### src/rtl/mem_arbiter_if.sv
// Shared width package and the arbiter's core/RAM-side bundle.
// The arbiter binds to the slave modport; whatever drives requests and RAM data takes the master modport.
package imhotep_pkg;
    localparam int XLEN      = 32;
    localparam int RAM_WIDTH = 16;
endpackage

interface mem_arbiter_if;
    // fetch port
    logic                            if_req_i;
    logic [imhotep_pkg::RAM_WIDTH-1:0] if_addr_i;
    logic                            if_gnt_o;
    logic                            if_rvalid_o;
    logic [imhotep_pkg::XLEN-1:0]    if_rdata_o;
    // load/store port
    logic                            ls_req_i;
    logic [imhotep_pkg::RAM_WIDTH-1:0] ls_addr_i;
    logic                            ls_w_rn_i;
    logic [1:0]                      ls_width_i;
    logic [imhotep_pkg::XLEN-1:0]    ls_wdata_i;
    logic                            ls_gnt_o;
    logic                            ls_rvalid_o;
    logic [imhotep_pkg::XLEN-1:0]    ls_rdata_o;
    logic                            ls_err_o;
    // RAM port
    logic                            ram_en_o;
    logic [imhotep_pkg::RAM_WIDTH-1:0] ram_addr_o;
    logic                            ram_w_rn_o;
    logic [1:0]                      ram_width_o;
    logic [imhotep_pkg::XLEN-1:0]    ram_wdata_o;
    logic [imhotep_pkg::XLEN-1:0]    ram_rdata_i;

    modport slave (
        input  if_req_i, if_addr_i,
        output if_gnt_o, if_rvalid_o, if_rdata_o,
        input  ls_req_i, ls_addr_i, ls_w_rn_i, ls_width_i, ls_wdata_i,
        output ls_gnt_o, ls_rvalid_o, ls_rdata_o, ls_err_o,
        output ram_en_o, ram_addr_o, ram_w_rn_o, ram_width_o, ram_wdata_o,
        input  ram_rdata_i
    );

    modport master (
        output if_req_i, if_addr_i,
        input  if_gnt_o, if_rvalid_o, if_rdata_o,
        output ls_req_i, ls_addr_i, ls_w_rn_i, ls_width_i, ls_wdata_i,
        input  ls_gnt_o, ls_rvalid_o, ls_rdata_o, ls_err_o,
        input  ram_en_o, ram_addr_o, ram_w_rn_o, ram_width_o, ram_wdata_o,
        output ram_rdata_i
    );
endinterface

### src/rtl/mem_arbiter.sv
// Round-robin share of one RAM port between instruction fetch and the LSU, one access in flight.
// Latency: grant and RAM strobe same cycle, rvalid RD_LATENCY cycles later; misaligned LSU accesses answer with err one cycle later.
// Backpressure: gnt is held low while an access is outstanding; requesters hold their inputs until granted.
module mem_arbiter #(
    parameter int unsigned RD_LATENCY = 1
) (
    input  logic          clk_i,
    input  logic          rst_i,
    mem_arbiter_if.slave  bus
);
    import imhotep_pkg::*;

    typedef enum logic [1:0] {
        ST_IDLE = 2'd0,
        ST_BUSY = 2'd1,
        ST_ERR  = 2'd2
    } state_t;

    typedef enum logic {
        PORT_IF = 1'b0,
        PORT_LS = 1'b1
    } port_t;

    localparam logic [2:0] LAT = 3'(RD_LATENCY);

    state_t      state_q,    state_d;
    logic [2:0]  lat_cnt_q,  lat_cnt_d;
    port_t       owner_q,    owner_d;
    port_t       last_gnt_q, last_gnt_d;
    logic        wr_q,       wr_d;

    logic        done;
    logic        can_grant;
    logic        pick_ls;
    logic        ls_aligned;
    logic        if_gnt;
    logic        ls_gnt;
    logic        unused_if_lsb;

    assign unused_if_lsb = ^bus.if_addr_i[1:0];

    always_comb begin
        unique case (bus.ls_width_i)
            2'b00:   ls_aligned = 1'b1;
            2'b01:   ls_aligned = ~bus.ls_addr_i[0];
            2'b10:   ls_aligned = (bus.ls_addr_i[1:0] == 2'b00);
            default: ls_aligned = 1'b0;
        endcase
    end

    // A new grant is allowed when idle or in the cycle the current access completes;
    // on a tie the port that was not granted last time wins.
    assign done      = (state_q == ST_BUSY) && (lat_cnt_q == LAT);
    assign can_grant = !rst_i && ((state_q == ST_IDLE) || done);
    assign pick_ls   = bus.ls_req_i && (!bus.if_req_i || (last_gnt_q == PORT_IF));
    assign if_gnt    = can_grant && bus.if_req_i && !pick_ls;
    assign ls_gnt    = can_grant && pick_ls;

    always_comb begin
        bus.if_gnt_o    = if_gnt;
        bus.ls_gnt_o    = ls_gnt;
        bus.ram_en_o    = 1'b0;
        bus.ram_addr_o  = '0;
        bus.ram_w_rn_o  = 1'b0;
        bus.ram_width_o = 2'b00;
        bus.ram_wdata_o = '0;
        if (if_gnt) begin
            bus.ram_en_o    = 1'b1;
            bus.ram_addr_o  = {bus.if_addr_i[RAM_WIDTH-1:2], 2'b00};
            bus.ram_width_o = 2'b10;
        end else if (ls_gnt && ls_aligned) begin
            bus.ram_en_o    = 1'b1;
            bus.ram_addr_o  = bus.ls_addr_i;
            bus.ram_w_rn_o  = bus.ls_w_rn_i;
            bus.ram_width_o = bus.ls_width_i;
            bus.ram_wdata_o = bus.ls_wdata_i;
        end
    end

    always_comb begin
        bus.if_rvalid_o = !rst_i && done && (owner_q == PORT_IF);
        bus.ls_rvalid_o = !rst_i && ((done && (owner_q == PORT_LS)) || (state_q == ST_ERR));
        bus.ls_err_o    = !rst_i && (state_q == ST_ERR);
        bus.if_rdata_o  = bus.if_rvalid_o ? bus.ram_rdata_i : '0;
        // Stores and rejected accesses return no data.
        bus.ls_rdata_o  = (bus.ls_rvalid_o && !bus.ls_err_o && !wr_q) ? bus.ram_rdata_i : '0;
    end

    always_comb begin
        state_d    = state_q;
        lat_cnt_d  = lat_cnt_q;
        owner_d    = owner_q;
        last_gnt_d = last_gnt_q;
        wr_d       = wr_q;

        unique case (state_q)
            ST_BUSY: begin
                if (done) begin
                    state_d   = ST_IDLE;
                    lat_cnt_d = 3'd0;
                end else begin
                    lat_cnt_d = lat_cnt_q + 3'd1;
                end
            end
            ST_ERR: begin
                state_d   = ST_IDLE;
                lat_cnt_d = 3'd0;
            end
            default: ;
        endcase

        if (if_gnt) begin
            state_d    = ST_BUSY;
            lat_cnt_d  = 3'd1;
            owner_d    = PORT_IF;
            last_gnt_d = PORT_IF;
            wr_d       = 1'b0;
        end else if (ls_gnt) begin
            owner_d    = PORT_LS;
            last_gnt_d = PORT_LS;
            if (ls_aligned) begin
                state_d   = ST_BUSY;
                lat_cnt_d = 3'd1;
                wr_d      = bus.ls_w_rn_i;
            end else begin
                state_d   = ST_ERR;
                lat_cnt_d = 3'd0;
                wr_d      = 1'b0;
            end
        end
    end

    always_ff @(posedge clk_i) begin
        if (rst_i) begin
            state_q    <= ST_IDLE;
            lat_cnt_q  <= 3'd0;
            owner_q    <= PORT_IF;
            last_gnt_q <= PORT_IF;
            wr_q       <= 1'b0;
        end else begin
            state_q    <= state_d;
            lat_cnt_q  <= lat_cnt_d;
            owner_q    <= owner_d;
            last_gnt_q <= last_gnt_d;
            wr_q       <= wr_d;
        end
    end

endmodule

### src/flat_wrapper.sv
// flat-port wrapper written by rule: the top's interface ports become plain ports
module mem_arbiter_flat import imhotep_pkg::*;
#(
    parameter int unsigned RD_LATENCY = 1
)
  (clk_i, rst_i, bus_if_req_i, bus_if_addr_i, bus_if_gnt_o, bus_if_rvalid_o, bus_if_rdata_o, bus_ls_req_i, bus_ls_addr_i, bus_ls_w_rn_i, bus_ls_width_i, bus_ls_wdata_i, bus_ls_gnt_o, bus_ls_rvalid_o, bus_ls_rdata_o, bus_ls_err_o, bus_ram_en_o, bus_ram_addr_o, bus_ram_w_rn_o, bus_ram_width_o, bus_ram_wdata_o, bus_ram_rdata_i);
  mem_arbiter_if bus_i ();
  input  logic clk_i;
  input  logic rst_i;
  input wire logic [$bits(bus_i.if_req_i)-1:0] bus_if_req_i;
  input wire logic [$bits(bus_i.if_addr_i)-1:0] bus_if_addr_i;
  output wire logic [$bits(bus_i.if_gnt_o)-1:0] bus_if_gnt_o;
  output wire logic [$bits(bus_i.if_rvalid_o)-1:0] bus_if_rvalid_o;
  output wire logic [$bits(bus_i.if_rdata_o)-1:0] bus_if_rdata_o;
  input wire logic [$bits(bus_i.ls_req_i)-1:0] bus_ls_req_i;
  input wire logic [$bits(bus_i.ls_addr_i)-1:0] bus_ls_addr_i;
  input wire logic [$bits(bus_i.ls_w_rn_i)-1:0] bus_ls_w_rn_i;
  input wire logic [$bits(bus_i.ls_width_i)-1:0] bus_ls_width_i;
  input wire logic [$bits(bus_i.ls_wdata_i)-1:0] bus_ls_wdata_i;
  output wire logic [$bits(bus_i.ls_gnt_o)-1:0] bus_ls_gnt_o;
  output wire logic [$bits(bus_i.ls_rvalid_o)-1:0] bus_ls_rvalid_o;
  output wire logic [$bits(bus_i.ls_rdata_o)-1:0] bus_ls_rdata_o;
  output wire logic [$bits(bus_i.ls_err_o)-1:0] bus_ls_err_o;
  output wire logic [$bits(bus_i.ram_en_o)-1:0] bus_ram_en_o;
  output wire logic [$bits(bus_i.ram_addr_o)-1:0] bus_ram_addr_o;
  output wire logic [$bits(bus_i.ram_w_rn_o)-1:0] bus_ram_w_rn_o;
  output wire logic [$bits(bus_i.ram_width_o)-1:0] bus_ram_width_o;
  output wire logic [$bits(bus_i.ram_wdata_o)-1:0] bus_ram_wdata_o;
  input wire logic [$bits(bus_i.ram_rdata_i)-1:0] bus_ram_rdata_i;
  assign bus_i.if_req_i = bus_if_req_i;
  assign bus_i.if_addr_i = bus_if_addr_i;
  assign bus_if_gnt_o = bus_i.if_gnt_o;
  assign bus_if_rvalid_o = bus_i.if_rvalid_o;
  assign bus_if_rdata_o = bus_i.if_rdata_o;
  assign bus_i.ls_req_i = bus_ls_req_i;
  assign bus_i.ls_addr_i = bus_ls_addr_i;
  assign bus_i.ls_w_rn_i = bus_ls_w_rn_i;
  assign bus_i.ls_width_i = bus_ls_width_i;
  assign bus_i.ls_wdata_i = bus_ls_wdata_i;
  assign bus_ls_gnt_o = bus_i.ls_gnt_o;
  assign bus_ls_rvalid_o = bus_i.ls_rvalid_o;
  assign bus_ls_rdata_o = bus_i.ls_rdata_o;
  assign bus_ls_err_o = bus_i.ls_err_o;
  assign bus_ram_en_o = bus_i.ram_en_o;
  assign bus_ram_addr_o = bus_i.ram_addr_o;
  assign bus_ram_w_rn_o = bus_i.ram_w_rn_o;
  assign bus_ram_width_o = bus_i.ram_width_o;
  assign bus_ram_wdata_o = bus_i.ram_wdata_o;
  assign bus_i.ram_rdata_i = bus_ram_rdata_i;
  mem_arbiter #(.RD_LATENCY(RD_LATENCY)) u_core (.clk_i(clk_i), .rst_i(rst_i), .bus(bus_i));
endmodule
### config.mk
export PLATFORM = sky130hd
export DESIGN_NAME = mem_arbiter_flat
export DESIGN_NICKNAME = d
export VERILOG_FILES = /design/src/rtl/mem_arbiter_if.sv /design/src/rtl/mem_arbiter.sv /design/src/flat_wrapper.sv
export SDC_FILE = /design/constraint.sdc
export NUM_CORES = 1
export LEC_CHECK = 0
export BUFFER_PORTS_ARGS = -buffer_cell sky130_fd_sc_hd__buf_4
export CORE_AREA = 3 3 85 87
export DETAILED_ROUTE_END_ITERATION = 8
export DIE_AREA = 0 0 88 90
export HOLD_SLACK_MARGIN = 0.03
export PLACE_DENSITY = 0.63
export SLEW_MARGIN = 10
export SYNTH_ARGS = -nofsm -noshare
export SYNTH_HDL_FRONTEND = slang
export SYNTH_SLANG_ARGS = --single-unit
### constraint.sdc
create_clock -name clk_i -period 2.5 [get_ports clk_i]
set_input_delay 0.25 -clock clk_i [delete_from_list [all_inputs] [get_ports clk_i]]
set_output_delay 0.25 -clock clk_i [all_outputs]
set_load 0.02 [all_outputs]
# [Word level (Yosys, flattened, before mapping)]
# Cells that the tools add are included.
# Widths: inputs -> output; s select.
[totals] wordCells=70 latchBits=0 mem_bits_ro=0 inputBits=103 ram_bits=0 register_bits=7 mem_count=0
[classes] n_reduce_logical=30 mul=0 bitwise_logic=2 shifts=0 magnitude_cmp=0 n_mux=24 n_eq_ne=7 div=0 addsub=1
[op_table] operator="$mux 32" count=4
[op_table] operator="$mux 16" count=2
[op_table] operator="$logic_and 1x1->1" count=14
[op_table] operator="$mux 2" count=5
[op_table] operator="$mux 1" count=8
[op_table] operator="$logic_not 2->1" count=3
[op_table] operator="$mux 3" count=2
[op_table] operator="$pmux 3 s2" count=1
[op_table] operator="$logic_not 1->1" count=5
[op_table] operator="$eq 2x1->1 const B" count=2
[op_table] operator="$eq 2x2->1 const B" count=2
[op_table] operator="$ne 4x2->1 const B" count=1
[op_table] operator="$pmux 2 s2" count=1
[op_table] operator="$reduce_and 2->1" count=2
[op_table] operator="$reduce_bool 4->1" count=1
[op_table] operator="$add 3x1->3 const B" count=1
[op_table] operator="$eq 3x1->1 const B" count=1
[op_table] operator="$logic_or 1x1->1" count=3
[op_table] operator="$ne 3x1->1 const B" count=1
[op_table] operator="$pmux 1 s3" count=1
[op_table] operator="$reduce_bool 3->1" count=1
[op_table] operator="$not 1->1" count=2
[op_table] operator="$reduce_or 2->1" count=1

# [Logic depth before layout (Yosys ltp)]
[logic_depth] depth_word=8 mapped_depth=9 mapped_depth_nobuf=7

# [Worst setup path after synthesis]
# Ideal clock, no wire load.
[synth_path] path_kind="register to output" start="reg u_core.state_q[1]" end="out bus_if_rdata_o[19]" setup_slack_ps=535 n_path_buf=1 required_ps=2250 arrival_time_ps=1715 path_stages_with_launch=7 cell_sequence="dfxtp_1 inv_1 ha_1 and4bb_4 nor2b_1 clkbuf_1 and2_1"
[synth_via] elab_chain_len=5
[synth_rtl] item="start: declaration" line="mem_arbiter.sv:26" rtl="state_t state_q, state_d;"
[synth_rtl] item="start signal: assignment" line="mem_arbiter.sv:141" rtl="state_q <= state_d;"
[synth_rtl] item="$eq 2x1->1" line="mem_arbiter.sv:53" rtl="assign done = (state_q == ST_BUSY) && (lat_cnt_q == LAT);"
[synth_rtl] item="$logic_and 1x1->1" line="mem_arbiter.sv:53"
[synth_rtl] item="$logic_and 1x1->1 (2 in a row)" line="mem_arbiter.sv:81" rtl="bus.if_rvalid_o = !rst_i && done && (owner_q == PORT_IF);"
[synth_rtl] item="net bus_if_rvalid_o" line="flat_wrapper.sv:13" rtl="output wire logic [$bits(bus_i.if_rvalid_o)-1:0] bus_if_rvalid_o;"
[synth_rtl] item="$mux 32" line="mem_arbiter.sv:84" rtl="bus.if_rdata_o = bus.if_rvalid_o ? bus.ram_rdata_i : '0;"
[synth_rtl] item="end: declaration" line="flat_wrapper.sv:14" rtl="output wire logic [$bits(bus_i.if_rdata_o)-1:0] bus_if_rdata_o;"
# The timed path passes the listed nets, and every way through them passes these cells.

# [Worst setup path after layout]
[layout_path] start="reg u_core.state_q[1]" end="out bus_ram_addr_o[15]"
[layout_via] elab_chain_len=8 elab_cells_between_ends=11 classes_between="1 x eq/ne; 2 x mux; 8 x reduce/logical"
[layout_rtl] item="$eq 2x1->1" line="mem_arbiter.sv:53"
[layout_rtl] item="$logic_and 1x1->1" line="mem_arbiter.sv:53"
[layout_rtl] item="$logic_or 1x1->1 (*)" line="mem_arbiter.sv:54" rtl="assign can_grant = !rst_i && ((state_q == ST_IDLE) || done);"
[layout_rtl] item="$logic_and 1x1->1 (*)" line="mem_arbiter.sv:54"
[layout_rtl] item="$logic_and 1x1->1" line="mem_arbiter.sv:57" rtl="assign ls_gnt = can_grant && pick_ls;"
[layout_rtl] item="$logic_and 1x1->1" line="mem_arbiter.sv:71" rtl="end else if (ls_gnt && ls_aligned) begin"
[layout_rtl] item="$mux 16" line="mem_arbiter.sv:71"
[layout_rtl] item="$mux 16 (*)" line="mem_arbiter.sv:67" rtl="if (if_gnt) begin"
[layout_rtl] item="end: declaration" line="flat_wrapper.sv:25" rtl="output wire logic [$bits(bus_i.ram_addr_o)-1:0] bus_ram_addr_o;"
# Every way passes the cells marked *; elsewhere a longest branch is shown, timed or not.

==> results.json <==
{
  "cts_resized": 0,
  "placed_area_sq_um": 3050,
  "firstDrtPassIters": 3,
  "wl_met2_mm": 3.34,
  "slew_violations": 0,
  "detail_route.iter0.violations": 53,
  "root_buffer": "clkbuf_8",
  "hold-worst-slack_ns": 0.229,
  "drive_gt1_share_pct": 58.8,
  "holdBufCountCts": 0,
  "htree_levels": 1,
  "via_count": 2135,
  "design_area_sq_um": 3100,
  "worst_slew_pin_slew_ns": 0.557,
  "min_period_ns": 2.30,
  "fp.dieW_microns": 88,
  "p_int_w": 0.000495,
  "finalSetupViolCount": 0,
  "highest_layer": "met4",
  "nets": 514,
  "grt_pass1_vias": 2003,
  "fin_crit_sh_pct": 91.8,
  "r2r-start": "u_core.state_q[1]$_SDFFE_PP0P_",
  "yosys_warnings": 0,
  "worst-setup-path-type": "register to output pin",
  "routed_wl_mm": 6.58,
  "syn_to_final_growth_pct": 131,
  "cp-start-kind": "register",
  "syn_nets": 302,
  "gp_congestion": 0.830,
  "maxClockFrequency_ghz": 0.436,
  "wl_met3_microns": 816,
  "path_clk_slew_ns": 0.04,
  "synth_cell_types": 37,
  "grt_pass1_wl_mm": 9.84,
  "switchingPower_w": 0.000315,
  "rsz0062_at_grt": "no",
  "die_h_microns": 90,
  "status": "finished, final reports clean",
  "grt.overflow.total": 0,
  "antenna_found_initial": 0,
  "seqPwrFrac_pct": 17.1,
  "grt_max_degree": 37,
  "wire_per_inst_microns": 13.6,
  "num-fill-cells": 665,
  "peakVddDrop_v": 0.000165,
  "grt_use_total_pct": 15.2,
  "numCtsBuffers": 3,
  "cts.sinks": 7,
  "core_area_sq_um": 6420,
  "num_io_pins": 224,
  "crit_path_end_kind": "output pin",
  "cts_setup_buffers": 0,
  "r2r_setup_slack_ns": 0.68,
  "hold_path_depth": 2,
  "row_count": 29,
  "clockBufferDepth": 2,
  "min_to": "u_core.state_q[0]$_SDFFE_PP0P_",
  "holdCritPathClass": "primary input to register",
  "combinationalPowerShare_pct": 63.1,
  "post-route-drc-count": 0,
  "postSynthAreaPerCell_sq_um": 6.93,
  "hold_start": "rst_i",
  "synth-seq-area-share_pct": 10.4,
  "dieArea_sq_um": 7920,
  "fin_skew_ns": 0.000509,
  "place_inst": 478,
  "worst-path-max-fanout": 16,
  "swShare_pct": 38.9,
  "rr_worst_depth": 6,
  "critPathArrivalTime_ns": 2.05,
  "hold_violations": 0,
  "yosys_register_bits": 7,
  "final_cells": 482,
  "numPortBuffers": 221,
  "antenna_cells": 0,
  "fin_setup_tns_ns": 0,
  "cap_violations": 0,
  "clkLatencyLatePin_ns": 0.23,
  "viasPerCell": 4.43,
  "m1WireLength_mm": 2.36,
  "dp.final_hpwl_mm": 5.68,
  "synthCells": 194,
  "relSlewSlack_pct": 62.9,
  "power_density_nw_per_um2": 261,
  "worstReg2RegEnd": "u_core.wr_q$_SDFFE_PP0P_",
  "ant_nets": 0,
  "start_util_pct": 20.9,
  "cts_tree": "built",
  "syn-cell-area_sq_um": 1340,
  "cellLeakagePower_nw": 1.87,
  "worstPathRequired_ns": 2.25,
  "clkPwrFrac_pct": 19.8
}
-- critical path, cell delays in order (launching register included) --
cell and delay (ns):
dfxtp_1 0.34, inv_1 0.07, ha_1 0.21, and4bb_4 0.23, o21ai_4 0.20, inv_2 0.13, and2_4 0.22, a22o_1 0.26
buf_4 0.16
-- registers in the layout, summed over array words and instances (netlist names) --
signal and flops:
u_core.wr_q 1, u_core.lat_cnt_q 3, u_core.state_q 2, u_core.owner_q 1
-- worst max-delay path by stage --
stage / from / endpoint / cells after the start
detailed placement: u_core.state_q[1]$_SDFFE_PP0P_ / bus_ram_addr_o[15] / 8
finish: u_core.state_q[1]$_SDFFE_PP0P_ / bus_ram_addr_o[15] / 8
CTS: u_core.state_q[1]$_SDFFE_PP0P_ / bus_ram_addr_o[15] / 8
global route: u_core.state_q[1]$_SDFFE_PP0P_ / bus_ram_addr_o[15] / 8
global placement: u_core.state_q[1]$_SDFFE_PP0P_ / bus_ram_addr_o[15] / 8
floorplan: u_core.state_q[1]$_SDFFE_PP0P_ / bus_if_rdata_o[19] / 6
-- Yosys cell counts --
cell type | count | area share [%]
nor2_1 | 3 | 0.84
inv_2 | 1 | 0.28
o21ai_0 | 1 | 0.37
and2b_1 | 2 | 1.1
a21oi_1 | 6 | 2.2
inv_1 | 11 | 3.1
nand2b_1 | 1 | 0.47
buf_6 | 2 | 1.7
a221oi_1 | 1 | 0.65
o221a_2 | 1 | 0.84
clkbuf_1 | 13 | 3.6
nand3_1 | 3 | 1.1
nand2_1 | 2 | 0.56
a32oi_1 | 1 | 0.65
a31oi_1 | 1 | 0.47
a22o_1 | 14 | 9.1
and2_4 | 1 | 0.65
and4bb_4 | 1 | 1.2
clkbuf_2 | 1 | 0.37
o21a_1 | 1 | 0.56
o2111ai_1 | 1 | 0.65
and2_1 | 64 | 30
a31o_2 | 1 | 0.65
nand3b_1 | 1 | 0.56
and3_1 | 35 | 16
nor2b_1 | 2 | 0.93
or2_2 | 1 | 0.47
a21o_1 | 1 | 0.56
a21boi_0 | 1 | 0.56
nor3_1 | 1 | 0.37
nor3_2 | 1 | 0.74
ha_1 | 5 | 4.7
dfxtp_1 | 7 | 10
a22oi_1 | 1 | 0.56
o21ai_4 | 1 | 1.2
buf_2 | 2 | 0.74
o22ai_1 | 2 | 0.93
-- stage by stage --
step	utilization (%)	setup slack, ns	total power (W)
after global routing	48.3	0.0628	0.000879
after floorplan	-	0.535	0.000399
after global placement	47.6	0.469	0.000646
after CTS	48.3	0.190	0.000818
final	48.3	0.204	0.000810
after detailed placement	47.6	0.448	0.000654
-- kinds of logic after synthesis --
| kind of cell | Yosys count | share of synthesized area, % |
|---|---|---|
| AOI/OAI and AO/OA | 34 | 20.0 |
| adders and majority gates | 5 | 4.66 |
| buffers and inverters | 30 | 9.78 |
| DFF | 7 | 10.4 |
| and+or+nand+nor | 118 | 55.1 |
-- cell usage in the layout (no fill, tap or decap), types with 2 or more instances in the layout --
| cell | count |
|---|---|
| a21oi_1 | 6 |
| a22o_1 | 14 |
| and2_1 | 64 |
| and2b_1 | 2 |
| and3_1 | 35 |
| buf_4 | 224 |
| clkbuf_8 | 3 |
| dfxtp_1 | 7 |
| ha_1 | 5 |
| inv_1 | 11 |
| nand2_1 | 2 |
| nand3_1 | 3 |
| nor2_1 | 3 |
| nor2b_1 | 2 |
| nor3_2 | 2 |
-- power groups by stage --
stage / logic [W] / registers (W) / clock network [W]
6_report: 0.000511 / 0.000139 / 0.000160
5_1_grt: 0.000559 / 0.000142 / 0.000178
3_3_place_gp: 0.000505 / 0.000140 / 0
4_1_cts: 0.000515 / 0.000139 / 0.000165
3_5_place_dp: 0.000514 / 0.000141 / 0
2_1_floorplan: 0.000261 / 0.000138 / 0
-- area by class of cell --
cell class                 count  area (sq um)  area share, %
clock buffer                   4          45.0           1.45
inverter                      12          45.0           1.45
multi-input combinational    157          1080           34.9
sequential                     7           140           4.52
tap                           77          96.3           3.10
timing repair buffer         225          1690           54.6
-- per-layer routing --
layer / track usage (%) / up-vias
li1: - / 1082
met1: 15.9 / 919
met2: 28.1 / 129
met3: 5.30 / 5
met4: 3.84 / 0
met5: 0 / -
(Power assumes the default switching activity.)
